`config.mk`:
```
export PLATFORM = sky130hd
export DESIGN_NAME = ip_datagram_rx
export DESIGN_NICKNAME = d
export VERILOG_FILES = /design/src/rtl/ip_pkg.sv /design/src/rtl/ip_csum_acc.sv /design/src/rtl/ip_datagram_rx.sv
export SDC_FILE = /design/constraint.sdc
export NUM_CORES = 1
export LEC_CHECK = 0
export ABC_AREA = 0
export BUFFER_PORTS_ARGS = -buffer_cell sky130_fd_sc_hd__clkbuf_2
export CAP_MARGIN = 10
export CORE_MARGIN = 10
export CORE_UTILIZATION = 45
export CTS_CLUSTER_SIZE = 30
export DETAILED_ROUTE_END_ITERATION = 10
export PLACE_DENSITY_LB_ADDON = 0.3
export SLEW_MARGIN = 5
export SYNTH_ARGS = -nofsm -noshare
export SYNTH_HDL_FRONTEND = slang
export SYNTH_HIERARCHICAL = 1
export SYNTH_SLANG_ARGS = --single-unit
```
`constraint.sdc`:
```
create_clock -name s_axis_aclk -period 9.9 [get_ports s_axis_aclk]
set_input_delay 0 -clock s_axis_aclk [delete_from_list [all_inputs] [get_ports s_axis_aclk]]
set_output_delay 0 -clock s_axis_aclk [all_outputs]
set_load 0.005 [all_outputs]
```
`src/rtl/ip_pkg.sv`:
```
// ip_pkg: IPv4 header constants shared by the RX decapsulator and the TX
// encapsulator, the RX state encoding, and the ones-complement fold helper.
package ip_pkg;

    // Fixed IPv4 header layout: version 4, IHL 5 (20 bytes, no options)
    localparam logic [3:0]  IP_VERSION     = 4'd4;
    localparam logic [3:0]  IP_IHL         = 4'd5;
    localparam logic [7:0]  IP_VER_IHL     = {IP_VERSION, IP_IHL};
    localparam logic [15:0] IP_HDR_LEN     = 16'd20;
    localparam logic [4:0]  IP_HDR_LAST    = 5'd19;
    localparam logic [7:0]  IP_PROTO_UDP   = 8'd17;
    localparam logic [7:0]  IP_TTL_DEFAULT = 8'd64;
    localparam logic [2:0]  IP_FLAGS_DF    = 3'b010;
    localparam logic [31:0] IP_BCAST_ADDR  = 32'hFFFF_FFFF;

    // RX state encoding
    localparam logic [2:0] ST_IDLE    = 3'd0;
    localparam logic [2:0] ST_HEADER  = 3'd1;
    localparam logic [2:0] ST_PAYLOAD = 3'd2;
    localparam logic [2:0] ST_PAD     = 3'd3;
    localparam logic [2:0] ST_DROP    = 3'd4;

    typedef enum logic [2:0] {
        S_IDLE    = ST_IDLE,
        S_HEADER  = ST_HEADER,
        S_PAYLOAD = ST_PAYLOAD,
        S_PAD     = ST_PAD,
        S_DROP    = ST_DROP
    } ip_rx_state_e;

    // Two-step end-around-carry fold of a 20-bit sum of 16-bit words.
    // Ten header words keep the raw sum below 2^20, so two folds suffice.
    function automatic logic [15:0] csum_fold(input logic [19:0] acc);
        logic [16:0] f;
        f = {1'b0, acc[15:0]} + {13'd0, acc[19:16]};
        f = {1'b0, f[15:0]} + {16'd0, f[16]};
        return f[15:0];
    endfunction

endpackage

```
`src/rtl/ip_csum_acc.sv`:
```
// ip_csum_acc: 16-bit ones-complement accumulator fed one byte at a time.
// Even bytes are held as the high half of a word; each odd byte completes the
// word and adds it into a 20-bit raw sum. o_fold is the folded sum including
// the word completed by the current odd byte, so the caller can judge the
// checksum on the same beat that delivers the last header byte.
// Ports:
//   i_clk, i_reset  clock, synchronous active-high reset
//   i_valid         a byte is presented this cycle
//   i_clear         this byte starts a new sum (it is word 0's high byte)
//   i_odd           this byte is the low half of a word
//   i_byte          data byte
//   o_fold          folded 16-bit ones-complement sum
module ip_csum_acc
    import ip_pkg::*;
(
    input  logic        i_clk,
    input  logic        i_reset,
    input  logic        i_valid,
    input  logic        i_clear,
    input  logic        i_odd,
    input  logic [7:0]  i_byte,
    output logic [15:0] o_fold
);

    logic [7:0]  r_hi;
    logic [19:0] r_acc;
    logic [19:0] w_sum;

    assign w_sum  = r_acc + ((i_valid && i_odd) ? {4'd0, r_hi, i_byte} : 20'd0);
    assign o_fold = csum_fold(w_sum);

    always_ff @(posedge i_clk) begin
        if (i_reset) begin
            r_hi  <= 8'd0;
            r_acc <= 20'd0;
        end else if (i_valid) begin
            if (i_clear) begin
                r_hi  <= i_byte;
                r_acc <= 20'd0;
            end else if (i_odd) begin
                r_acc <= w_sum;
            end else begin
                r_hi  <= i_byte;
            end
        end
    end

endmodule

```
`src/rtl/ip_datagram_rx.sv`:
```
// ip_datagram_rx: receive-side IPv4 decapsulator.
// Parses and validates a 20-byte IPv4 header from an AXI-Stream byte stream
// (tuser marks header byte 0), then forwards only the payload with zero
// latency, tuser on its first byte and tlast at Total Length. Rejected
// datagrams and Ethernet padding past Total Length are consumed silently.
// Ports:
//   s_axis_aclk / s_axis_reset  clock, synchronous active-high reset
//   ip_enable                   0 = combinational bypass, 1 = decapsulate
//   IP_LocalAddr                destination address filter
//   s_axis_*                    input byte stream
//   m_axis_*                    payload byte stream
//   IP_SrcAddr / IP_TotLen      fields of the last accepted datagram
//   hdr_valid / hdr_drop        1-cycle pulses: header accepted / rejected
//   err_trunc                   1-cycle pulse: frame ended before Total Length
module ip_datagram_rx
    import ip_pkg::*;
#(
    parameter logic [7:0] IP_PROTOCOL  = 8'd17,
    parameter bit         ACCEPT_BCAST = 1'b1
)(
    input  logic        s_axis_aclk,
    input  logic        s_axis_reset,
    input  logic        ip_enable,
    input  logic [31:0] IP_LocalAddr,
    input  logic [7:0]  s_axis_tdata,
    input  logic        s_axis_tvalid,
    input  logic        s_axis_tlast,
    input  logic        s_axis_tuser,
    output logic        s_axis_tready,
    output logic [7:0]  m_axis_tdata,
    output logic        m_axis_tvalid,
    output logic        m_axis_tlast,
    output logic        m_axis_tuser,
    input  logic        m_axis_tready,
    output logic [31:0] IP_SrcAddr,
    output logic [15:0] IP_TotLen,
    output logic        hdr_valid,
    output logic        hdr_drop,
    output logic        err_trunc
);

    ip_rx_state_e r_state;
    logic [4:0]   r_cnt;          // index of the header byte expected next
    logic [7:0]   r_ver_ihl;
    logic [7:0]   r_proto;
    logic [15:0]  r_totlen_hdr;
    logic [31:0]  r_src_hdr;
    logic [31:0]  r_dst_hdr;      // bytes 16-18; byte 19 is taken live
    logic [15:0]  r_remaining;    // payload bytes still owed downstream
    logic         r_first;
    logic [31:0]  r_ip_src;
    logic [15:0]  r_ip_totlen;
    logic         r_hdr_valid;
    logic         r_hdr_drop;
    logic         r_err_trunc;

    logic         w_beat;
    logic         w_sof;
    logic         w_csum_vld;
    logic [15:0]  w_fold;
    logic [31:0]  w_dst;
    logic         w_dst_ok;
    logic         w_accept;
    logic         w_last_pay;

    assign w_beat     = s_axis_tvalid & s_axis_tready;
    assign w_sof      = (r_state == S_IDLE) && s_axis_tuser;
    assign w_csum_vld = ip_enable && w_beat && (w_sof || r_state == S_HEADER);
    assign w_dst      = {r_dst_hdr[23:0], s_axis_tdata};
    assign w_dst_ok   = (w_dst == IP_LocalAddr) ||
                        (ACCEPT_BCAST && (w_dst == IP_BCAST_ADDR));
    assign w_accept   = (r_ver_ihl == IP_VER_IHL) &&
                        (r_proto == IP_PROTOCOL) &&
                        (r_totlen_hdr >= IP_HDR_LEN + 16'd1) &&
                        (w_fold == 16'hFFFF) &&
                        w_dst_ok;
    assign w_last_pay = (r_remaining == 16'd1);

    // Byte 0 always arrives in IDLE and is even; in HEADER r_cnt is the
    // index of the byte on the bus, so its LSB tells even/odd.
    ip_csum_acc u_csum (
        .i_clk   (s_axis_aclk),
        .i_reset (s_axis_reset),
        .i_valid (w_csum_vld),
        .i_clear (r_state == S_IDLE),
        .i_odd   ((r_state == S_HEADER) && r_cnt[0]),
        .i_byte  (s_axis_tdata),
        .o_fold  (w_fold)
    );

    // Stream datapath is combinational so the payload passes with no latency
    always_comb begin
        m_axis_tdata  = s_axis_tdata;
        m_axis_tvalid = 1'b0;
        m_axis_tlast  = 1'b0;
        m_axis_tuser  = 1'b0;
        s_axis_tready = 1'b1;
        if (!ip_enable) begin
            m_axis_tvalid = s_axis_tvalid;
            m_axis_tlast  = s_axis_tlast;
            m_axis_tuser  = s_axis_tuser;
            s_axis_tready = m_axis_tready;
        end else if (r_state == S_PAYLOAD) begin
            m_axis_tvalid = s_axis_tvalid;
            m_axis_tlast  = s_axis_tlast | w_last_pay;
            m_axis_tuser  = r_first;
            s_axis_tready = m_axis_tready;
        end
    end

    always_ff @(posedge s_axis_aclk) begin
        if (s_axis_reset) begin
            r_state      <= S_IDLE;
            r_cnt        <= 5'd0;
            r_ver_ihl    <= 8'd0;
            r_proto      <= 8'd0;
            r_totlen_hdr <= 16'd0;
            r_src_hdr    <= 32'd0;
            r_dst_hdr    <= 32'd0;
            r_remaining  <= 16'd0;
            r_first      <= 1'b0;
            r_ip_src     <= 32'd0;
            r_ip_totlen  <= 16'd0;
            r_hdr_valid  <= 1'b0;
            r_hdr_drop   <= 1'b0;
            r_err_trunc  <= 1'b0;
        end else begin
            r_hdr_valid <= 1'b0;
            r_hdr_drop  <= 1'b0;
            r_err_trunc <= 1'b0;
            if (!ip_enable) begin
                r_state <= S_IDLE;
            end else begin
                case (r_state)
                    S_IDLE: begin
                        if (w_beat && s_axis_tuser) begin
                            r_ver_ihl <= s_axis_tdata;
                            r_cnt     <= 5'd1;
                            // A one-byte frame cannot hold a header
                            if (s_axis_tlast) r_hdr_drop <= 1'b1;
                            else              r_state    <= S_HEADER;
                        end
                    end
                    S_HEADER: begin
                        if (w_beat) begin
                            r_cnt <= r_cnt + 5'd1;
                            case (r_cnt)
                                5'd2:  r_totlen_hdr[15:8] <= s_axis_tdata;
                                5'd3:  r_totlen_hdr[7:0]  <= s_axis_tdata;
                                5'd9:  r_proto            <= s_axis_tdata;
                                5'd12, 5'd13, 5'd14, 5'd15:
                                       r_src_hdr <= {r_src_hdr[23:0], s_axis_tdata};
                                5'd16, 5'd17, 5'd18, 5'd19:
                                       r_dst_hdr <= {r_dst_hdr[23:0], s_axis_tdata};
                                default: ;
                            endcase
                            if (r_cnt == IP_HDR_LAST) begin
                                if (w_accept) begin
                                    r_hdr_valid <= 1'b1;
                                    r_ip_src    <= r_src_hdr;
                                    r_ip_totlen <= r_totlen_hdr;
                                    r_remaining <= r_totlen_hdr - IP_HDR_LEN;
                                    r_first     <= 1'b1;
                                    // Good header but no payload bytes at all
                                    if (s_axis_tlast) begin
                                        r_err_trunc <= 1'b1;
                                        r_state     <= S_IDLE;
                                    end else begin
                                        r_state     <= S_PAYLOAD;
                                    end
                                end else begin
                                    r_hdr_drop <= 1'b1;
                                    r_state    <= s_axis_tlast ? S_IDLE : S_DROP;
                                end
                            end else if (s_axis_tlast) begin
                                r_hdr_drop <= 1'b1;
                                r_state    <= S_IDLE;
                            end
                        end
                    end
                    S_PAYLOAD: begin
                        if (w_beat) begin
                            r_remaining <= r_remaining - 16'd1;
                            r_first     <= 1'b0;
                            if (w_last_pay) begin
                                r_state <= s_axis_tlast ? S_IDLE : S_PAD;
                            end else if (s_axis_tlast) begin
                                r_err_trunc <= 1'b1;
                                r_state     <= S_IDLE;
                            end
                        end
                    end
                    S_PAD, S_DROP: begin
                        if (w_beat && s_axis_tlast) r_state <= S_IDLE;
                    end
                    default: r_state <= S_IDLE;
                endcase
            end
        end
    end

    assign IP_SrcAddr = r_ip_src;
    assign IP_TotLen  = r_ip_totlen;
    assign hdr_valid  = r_hdr_valid;
    assign hdr_drop   = r_hdr_drop;
    assign err_trunc  = r_err_trunc;

endmodule

```
==> results of run 1 <==
-- routing by layer --
layer	track usage (%)	up-vias	wire length [um]
met5	0	-	0
met4	5.36	0	439
met3	3.30	28	1470
met2	29.4	242	12600
met1	24.6	4216	12800
li1	-	4464	-
-- area by class of cell --
cell class,instances,area (um^2)
tap,285,357
sequential,192,3850
clock buffer,17,425
inverter,28,105
fill,2093,10900
multi-input combinational,931,6070
timing repair buffer,126,688
clock inverter,15,234
-- state kept, by name, indices dropped and copies added, names as in the netlist, 3 cells and up --
name	flops
IP_SrcAddr	32
IP_TotLen	16
r_cnt	5
r_dst_hdr	24
r_proto	8
r_remaining	16
r_src_hdr	32
r_state	3
r_totlen_hdr	16
r_ver_ihl	8
u_csum/r_acc	20
u_csum/r_hi	8
-- report_power, final --
part / switching [mW] / leakage [nW] / internal, mW / total (mW)
clock: 0.383 / 0.316 / 0.360 / 0.743
combinational: 0.0444 / 3.29 / 0.0213 / 0.0657
sequential: 0.00240 / 1.55 / 0.774 / 0.777
total: 0.430 / 5.15 / 1.16 / 1.59
-- path summary, 6_finish.rpt --
check	startpoint	to	slack (ns)	depth (start not counted)
worst max-delay path	r_state[1]	IP_SrcAddr[6]	0.77	41
worst min-delay path	s_axis_tdata[6]	r_src_hdr[6]	0.03	3
worst max register to register	r_state[1]	IP_SrcAddr[6]	0.77	41
worst min register to register	r_src_hdr[26]	r_src_hdr[26]	0.46	2
-- repair_timing --
action | CTS | global route
hold buffers | 2 | 0
buffers inserted | 0 | 0
setup endpoints to repair | 1 | 70
endpoints found under the hold margin | 5 | 0
gates resized for setup | 1 | 16
pin swaps | 0 | 2
-- per-stage QoR --
stage | worst slack (ns) | hold WS (ns) | std cells | utilization (%)
5_1_grt | 0.0292 | 0.0444 | 1594 | 51.8
3_5_place_dp | 0.0575 | 0.337 | 1560 | 48.5
6_report | 0.767 | 0.0340 | 1594 | 51.8
2_1_floorplan | 1.25 | 0.0808 | 1235 | -
4_1_cts | 0.0588 | 0.0313 | 1594 | 51.5
3_3_place_gp | 0.399 | 0.335 | 1560 | 48.5
-- cells by family after synthesis --
group | synth area share (%)
and+or+nand+nor | 22.9
AOI/OAI and AO/OA | 14.8
DFF | 37.1
buffers and inverters | 5.00
muxes | 9.27
xor gates and xnor gates | 6.84
adders and majority gates | 4.13
-- worst min-delay path: stages --
cell and delay [ns]:
clkbuf_2 0.25, nand2_1 0.12, a21oi_1 0.06
-- synth_stat cells (6+ instances only) --
| cell type | count |
|---|---|
| a21o_1 | 6 |
| buf_6 | 6 |
| dfxtp_1 | 192 |
| o21a_1 | 10 |
| o21ai_1 | 6 |
| nor2_1 | 160 |
| o21ai_0 | 29 |
| nand4_1 | 21 |
| buf_1 | 6 |
| ha_1 | 31 |
| buf_4 | 12 |
| o31ai_1 | 7 |
| o2111ai_1 | 6 |
| o211ai_1 | 6 |
| mux2i_1 | 96 |
| xnor2_1 | 28 |
| xor2_1 | 48 |
| inv_1 | 26 |
| clkbuf_1 | 54 |
| nor4_1 | 17 |
| or3_1 | 6 |
| a31oi_1 | 9 |
| a21oi_1 | 91 |
| a211oi_1 | 6 |
| nor3_1 | 33 |
| and3_1 | 19 |
| nand2b_1 | 7 |
| nor2b_1 | 11 |
| buf_2 | 6 |
| nand3_1 | 39 |
| a22oi_1 | 13 |
| nand2_1 | 134 |
| and2_1 | 8 |
==> impl_metrics.env, run 1 <==
export IMPL_drtIter0Drc=659
export IMPL_ys_flop_type="dfxtp_1"
export IMPL_fin_skew_ns=0.0181
export IMPL_ys_async_sr_fraction_pct=0
export IMPL_final_setup_tns_ns=0
export IMPL_power_mw=1.59
export IMPL_critPathLaunchType="flip-flop"
export IMPL_vias=8950
export IMPL_power_leakage_nw=5.15
export IMPL_status="finished clean"
export IMPL_syn_avg_cell_area_um2=8.39
export IMPL_port_buffers=109
export IMPL_ios=110
export IMPL_fin_crit_sh_pct=92.3
export IMPL_synth_cells=1235
export IMPL_syn_nets=1315
export IMPL_fin_nets=1376
export IMPL_power_density_mw_per_mm2=135
export IMPL_min_period_ns=9.13
export IMPL_criticalPathCategory="flip-flop to flip-flop"
export IMPL_synth_top_cell_area_share_pct=37.1
export IMPL_ys_seq_area_share_pct=37.1
export IMPL_antenna_found_initial=0
export IMPL_diodes=0
export IMPL_grt_first_pass_wirelength_um=44300
export IMPL_core_area_mm2=0.0226
export IMPL_area_delta_synth_final_pct=13.1
export IMPL_worstMarginPinSlew_ns=1.12
export IMPL_clk_pin_slew_ns=0.08
export IMPL_cp_max_fo=48
export IMPL_post_dp_hpwl_um=19000
export IMPL_crit_path_top_delay_cell="a2111oi_2"
export IMPL_vias_per_cell=5.61
export IMPL_clock_root_buffer="clkbuf_16"
export IMPL_dieArea_mm2=0.0295
export IMPL_rsz0062_at_grt="no"
export IMPL_grt_pass1_vias=8291
export IMPL_grt_max_degree=105
export IMPL_slew_viol_final=0
export IMPL_firstDrtPassIters=7
export IMPL_grt_ovfl_total=0
export IMPL_synthTopCellsByArea="dfxtp_1 37%, mux2i_1 9.3%, nor2_1 5.8%"
export IMPL_insertion_delay_ns=0.45
export IMPL_cts_tree="done"
export IMPL_grt_usage_pct=18.4
export IMPL_hold_path_class="primary input to flip-flop"
export IMPL_cts_htree_levels=4
export IMPL_yosysTopAreaCell="dfxtp_1"
export IMPL_crit_family="simple AND/OR/NAND/NOR gates"
export IMPL_cts_made_buffers=17
export IMPL_row_count=55
export IMPL_max_stage_delay_ns=0.50
export IMPL_die_y_um=172
export IMPL_clk_path_buf_depth=2
export IMPL_hold_viol=0
export IMPL_place_gp_congestion=0.918
export IMPL_start_util_pct=45.8
export IMPL_drcViolationCount=0
export IMPL_cts_sinks=192
export IMPL_final_cell_mix="190 x dfxtp_1, 160 x nor2_1, 133 x nand2_1"
export IMPL_cp_end_kind="flip-flop"
export IMPL_wl_per_cell_um=17.1
export IMPL_synth_seq_cells=192
export IMPL_synthDistinctLibCells=88
export IMPL_drtAntennaViolNets=0
export IMPL_fmax_mhz=109
export IMPL_synth_warnings=6
export IMPL_place_area_mm2=0.0110
export IMPL_die_w_um=172
export IMPL_wirelength_um=27300
export IMPL_critPathRequiredTime_ns=10.20
export IMPL_final_common_cell="dfxtp_1"
export IMPL_setup_viol=0
export IMPL_worstPathArrival_ns=9.43
export IMPL_slew_headroom_pct=24.4
export IMPL_synth_edf_count=0
export IMPL_max_cap_viol_count=0
export IMPL_ir_drop_v=0.000118
export IMPL_synth_area_mm2=0.0104
export IMPL_drive_gt1_share_pct=15.8
export IMPL_final_cell_area_mm2=0.0117
export IMPL_crit_buf_inv=3
(Power assumes the default switching activity.)
==> run 2: changes to the inputs <==
==> constraint.sdc (replaced) <==
create_clock -name s_axis_aclk -period 9.9 [get_ports s_axis_aclk]
set_input_delay 0.495 -clock s_axis_aclk [delete_from_list [all_inputs] [get_ports s_axis_aclk]]
set_output_delay 0.495 -clock s_axis_aclk [all_outputs]
set_load 0.005 [all_outputs]
==> run 2 against run 1 <==
Clock power about the same; critical path type unchanged; via count about the same; sequential power barely moved; sequential share of layout area rose by 0.056 points.
==> impl_metrics.env, run 2 (synthesis results as in run 1) <==
export IMPL_status="finished clean"
export IMPL_grt_max_degree=105
export IMPL_cp_common_cell="nor2b_1"
export IMPL_crit_path_top_delay_cell="a2111oi_2"
export IMPL_wirelength_um=27400
export IMPL_place_gp_congestion=0.918
export IMPL_firstDrtPassIters=5
export IMPL_power_mw=1.59
export IMPL_cts_tree="done"
export IMPL_fin_crit_sh_pct=92.4
export IMPL_antenna_found_initial=0
export IMPL_pwr_share_comb_pct=4.1
export IMPL_rsz0062_at_grt="no"
export IMPL_worstPathArrival_ns=9.44
export IMPL_row_count=55
export IMPL_worstMarginPinSlew_ns=1.15
export IMPL_setup_viol=0
export IMPL_ir_drop_v=0.000120
export IMPL_start_util_pct=45.8
export IMPL_cp_max_fo=48
export IMPL_post_dp_hpwl_um=19000
export IMPL_drtAntennaViolNets=0
export IMPL_grt_first_pass_wirelength_um=44200
export IMPL_slew_viol_final=0
export IMPL_min_period_ns=9.14
export IMPL_vias_per_cell=5.62
export IMPL_die_y_um=172
export IMPL_dieArea_mm2=0.0295
export IMPL_fin_skew_ns=0.0139
export IMPL_fin_nets=1374
export IMPL_final_setup_tns_ns=0
export IMPL_seqPwrFrac_pct=49.0
export IMPL_drive_gt1_share_pct=15.8
export IMPL_p_clk_share_pct=46.9
export IMPL_worst_slack_ns=0.756
export IMPL_drcViolationCount=0
export IMPL_p_sw_uw=431
export IMPL_hold_path_class="primary input to flip-flop"
export IMPL_clk_path_buf_depth=2
export IMPL_cts_htree_levels=4
export IMPL_area_delta_synth_final_pct=12.9
export IMPL_critPathRequiredTime_ns=10.20
export IMPL_grt_pass1_vias=8277
export IMPL_power_density_mw_per_mm2=135
export IMPL_post_cts_buffers=0
export IMPL_dp_worst_setup_slack_ns=0.0575
export IMPL_final_common_cell="dfxtp_1"
export IMPL_grt_usage_pct=18.3
export IMPL_drtIter0Drc=686
export IMPL_port_buffers=109
export IMPL_insertion_delay_ns=0.45
export IMPL_clock_root_buffer="clkbuf_16"
export IMPL_critPathLaunchType="flip-flop"
export IMPL_power_leakage_nw=5.14
export IMPL_place_area_mm2=0.0110
export IMPL_ios=110
export IMPL_cp_end_kind="flip-flop"
export IMPL_wl_per_cell_um=17.2
export IMPL_max_cap_viol_count=0
export IMPL_fmax_mhz=109
export IMPL_whs_ns=0.386
export IMPL_die_w_um=172
export IMPL_criticalPathCategory="flip-flop to flip-flop"
export IMPL_clk_pin_slew_ns=0.08
export IMPL_slew_headroom_pct=22.8
export IMPL_grt_ovfl_total=0
export IMPL_max_stage_delay_ns=0.49
export IMPL_diodes=0
export IMPL_final_cell_area_mm2=0.0117
export IMPL_hold_viol=0
export IMPL_core_area_mm2=0.0226
export IMPL_vias=8954
export IMPL_power_switching_share_pct=27.2
export IMPL_p_int_mw=1.15
export IMPL_cts_sinks=192
export IMPL_final_cell_mix="190 x dfxtp_1, 160 x nor2_1, 133 x nand2_1"
export IMPL_cts_made_buffers=17
## run 2: changes by cell type in the layout (fill, tap and decap cells not counted)
cell | before | now
dlygate4sd3_1 | 2 | 0
## run 2: metal layers
layer	part of all wire [%]	routed length [um]	vias to the layer above	track usage, %
met5	0	0	-	0
met4	1.7	471	0	5.36
met3	5.2	1430	31	3.30
met2	46	12600	238	29.4
met1	47	12900	4231	24.6
li1	-	-	4454	-
## run 2: per-stage QoR
step	utilization, %	instances
finish	51.7	1592
global route	51.7	1592
CTS	51.4	1592
detailed placement	48.5	1560
global placement	48.5	1560
floorplan	-	1235
## run 2: worst max-delay path, delay by kind of cell, from the launching register on
family	cells	cell delay (ns)
flip-flops	1	0.44
buffers and inverters	3	0.62
XOR/XNOR	2	0.40
multiplexers	1	0.22
AO/OA/AOI/OAI	12	2.49
AND/OR/NAND/NOR	19	3.79
adder cells (fa/ha/maj)	3	0.98
## run 2: area by class of cell
class | count | area (um^2)
clock inverter | 15 | 234
sequential | 192 | 3850
fill | 2095 | 10900
inverter | 28 | 105
clock buffer | 17 | 425
tap | 285 | 357
timing repair buffer | 124 | 668
multi-input combinational | 931 | 6070
## run 2: path summary, 6_finish.rpt
path / cells after the start / endpoint / slack, ns / from
setup / recovery: 40 / IP_SrcAddr[6] / 0.76 / r_state[1]
hold / removal: 2 / r_state[1] / 0.39 / s_axis_tlast
setup reg to reg: 40 / IP_SrcAddr[6] / 0.76 / r_state[1]
hold reg to reg: 2 / r_src_hdr[26] / 0.46 / r_src_hdr[26]
## run 2: what timing repair did
| action | CTS | global route |
|---|---|---|
| pin swaps | 0 | 2 |
| hold buffers | 0 | 0 |
| endpoints found under the setup margin | 1 | 70 |
| hold endpoints to repair | 0 | 0 |
| resized for setup | 1 | 16 |
## run 2: power groups by stage
stage | registers (mW) | logic (mW) | clock network, mW
detailed placement | 0.795 | 0.0645 | 0
global placement | 0.795 | 0.0641 | 0
CTS | 0.777 | 0.0647 | 0.754
finish | 0.777 | 0.0652 | 0.744
floorplan | 0.794 | 0.0407 | 0
global route | 0.777 | 0.0710 | 0.790
==> run 3: changes to the inputs <==
Settings changed: SYNTH_HIERARCHICAL 1 to default.
Clock period 9.9 ns to 10.8 ns, I/O delays scaled along.
==> run 3 against run 2 <==
Combinational power decreased by 16%; synthesized cell count grew 5.8%; first-iteration DRC count rose by 22%; synthesized area down 3.5%; non-clock buffer count is 3 lower; register-to-register slack gained 0.25 ns; clock skew rose by 0.0027 ns.
==> impl_metrics.env, run 3 <==
export IMPL_cts_htree_levels=4
export IMPL_hold_viol=0
export IMPL_synth_warnings=0
export IMPL_dieArea_mm2=0.0286
export IMPL_dp_worst_setup_slack_ns=1.07
export IMPL_cts_sinks=192
export IMPL_synth_seq_cells=192
export IMPL_row_count=54
export IMPL_cts_made_buffers=17
export IMPL_dp_cells=1617
export IMPL_fin_nets=1436
export IMPL_ir_drop_v=0.0000945
export IMPL_ys_flop_type="dfxtp_1"
export IMPL_whs_ns=0.449
export IMPL_worst_slack_ns=1.00
export IMPL_drive_gt1_share_pct=12.9
export IMPL_place_gp_congestion=0.899
export IMPL_multiInputGateArea_mm2=0.00568
export IMPL_die_w_um=169
export IMPL_final_common_cell="nand2_1"
export IMPL_ys_async_sr_fraction_pct=0
export IMPL_cp_common_cell="nand2_1"
export IMPL_grt_max_degree=102
export IMPL_rsz0062_at_grt="no"
export IMPL_die_y_um=169
export IMPL_yosysMostFrequentCell="nand2_1"
export IMPL_setup_viol=0
export IMPL_clock_root_buffer="clkbuf_16"
export IMPL_clk_pin_slew_ns=0.08
export IMPL_power_leakage_nw=4.39
export IMPL_synth_cells=1307
export IMPL_hold_path_class="primary input to flip-flop"
export IMPL_synth_top_cell_area_share_pct=38.4
export IMPL_slew_headroom_pct=21.3
export IMPL_criticalPathCategory="flip-flop to flip-flop"
export IMPL_grt_first_pass_wirelength_um=44200
export IMPL_critPathLaunchType="flip-flop"
export IMPL_drtAntennaViolNets=0
export IMPL_synthDistinctLibCells=62
export IMPL_critPathRequiredTime_ns=11.16
export IMPL_cts_resized=0
export IMPL_synth_edf_count=0
export IMPL_vias=9132
export IMPL_max_stage_delay_ns=0.69
export IMPL_nFillCells=2131
export IMPL_clk_path_buf_depth=2
export IMPL_fin_skew_ns=0.0165
export IMPL_yosysTopAreaCell="dfxtp_1"
export IMPL_worstMarginPinSlew_ns=1.17
export IMPL_status="finished clean"
export IMPL_post_dp_hpwl_um=18800
export IMPL_cts_tree="done"
export IMPL_core_area_mm2=0.0218
export IMPL_final_util_pct=51.6
export IMPL_fmax_mhz=102
export IMPL_power_density_mw_per_mm2=127
export IMPL_vias_per_cell=5.54
export IMPL_synthTopCellsByArea="dfxtp_1 38%, nand2_1 11%, a21oi_1 8.6%"
export IMPL_slew_viol_final=0
export IMPL_wirelength_um=26900
export IMPL_cp_end_kind="flip-flop"
export IMPL_port_buffers=109
export IMPL_ys_seq_area_share_pct=38.4
export IMPL_start_util_pct=45.8
export IMPL_area_delta_synth_final_pct=12.5
export IMPL_grt_pass1_vias=8541
export IMPL_diodes=0
export IMPL_drtIter0Drc=834
export IMPL_worstPathArrival_ns=10.15
export IMPL_post_cts_buffers=0
export IMPL_antenna_found_initial=0
export IMPL_synth_common_cells="297 x nand2_1, 192 x dfxtp_1, 172 x a21oi_1"
export IMPL_insertion_delay_ns=0.44
export IMPL_max_cap_viol_count=0
export IMPL_syn_avg_cell_area_um2=7.65
export IMPL_min_period_ns=9.80
export IMPL_final_cell_mix="297 x nand2_1, 192 x dfxtp_1, 172 x a21oi_1"
export IMPL_grt_ovfl_total=0
export IMPL_firstDrtPassIters=5
export IMPL_synth_area_mm2=0.0100
export IMPL_ios=110
export IMPL_final_setup_tns_ns=0
export IMPL_wl_per_cell_um=16.3
export IMPL_grt_usage_pct=18.4
export IMPL_cp_max_fo=33
export IMPL_crit_path_top_delay_cell="and4_2"
export IMPL_fin_crit_sh_pct=90.7
export IMPL_instances_no_fill=1649
export IMPL_syn_nets=1387
export IMPL_postCtsHoldBufs=0
export IMPL_seqCellArea_mm2=0.00384
export IMPL_drcViolationCount=0
==> run 3: power breakdown <==
group	switching, mW	total [mW]	internal, mW
sequential	0.00159	0.711	0.709
clock	0.342	0.667	0.325
combinational	0.0372	0.0547	0.0175
==> run 3: logic make-up (layout without fill, tap and decap cells) <==
group	after synthesis	in the layout	share of synthesized area (%)
and+or+nand+nor	584	584	27.2
AOI/OAI and AO/OA	297	297	17.5
DFF	192	192	38.4
buffers and inverters	117	179	4.97
xor gates and xnor gates	65	65	5.69
adders and majority gates	33	33	4.28
muxes	19	19	1.90
==> run 3: cell type report <==
type / instances / area share, %
multi-input cells: 998 / 50.5
flip-flops and latches: 192 / 34.2
repair buffers: 121 / 5.71
clock buffers: 17 / 3.78
well taps: 280 / 3.11
clock inverters: 15 / 1.89
inverters: 26 / 0.867
==> run 3: metal layers <==
layer | vias up | routed length [um] | track usage [%]
met5 | - | 0 | 0
met4 | 0 | 304 | 4.09
met3 | 22 | 1450 | 3.54
met2 | 279 | 12200 | 28.3
met1 | 4200 | 13000 | 26.0
li1 | 4631 | - | -
==> run 3: worst max-delay path, delay by kind of cell (launching register included) <==
family | cells | cell delay [ns]
fa+ha+maj | 4 | 1.11
xor+xnor | 2 | 0.31
flops | 1 | 0.63
buf+inv | 5 | 1.14
simple gates | 19 | 4.16
compound gates | 9 | 2.33
==> run 3: path summary, 6_finish.rpt <==
kind / start / endpoint / slack (ns) / cells past startpoint
min reg2reg: IP_TotLen[6] / IP_TotLen[6] / 0.45 / 2
min: ip_enable / r_state[0] / 0.45 / 3
max: r_state[2] / IP_SrcAddr[28] / 1.00 / 39
max reg2reg: r_state[2] / IP_SrcAddr[28] / 1.00 / 39
==> run 3: per-stage QoR <==
stage | instance area (um^2) | power (mW)
floorplan | 10000 | 0.761
global placement | 10600 | 0.782
detailed placement | 10600 | 0.782
CTS | 11300 | 1.44
global route | 11300 | 1.48
finish | 11300 | 1.43
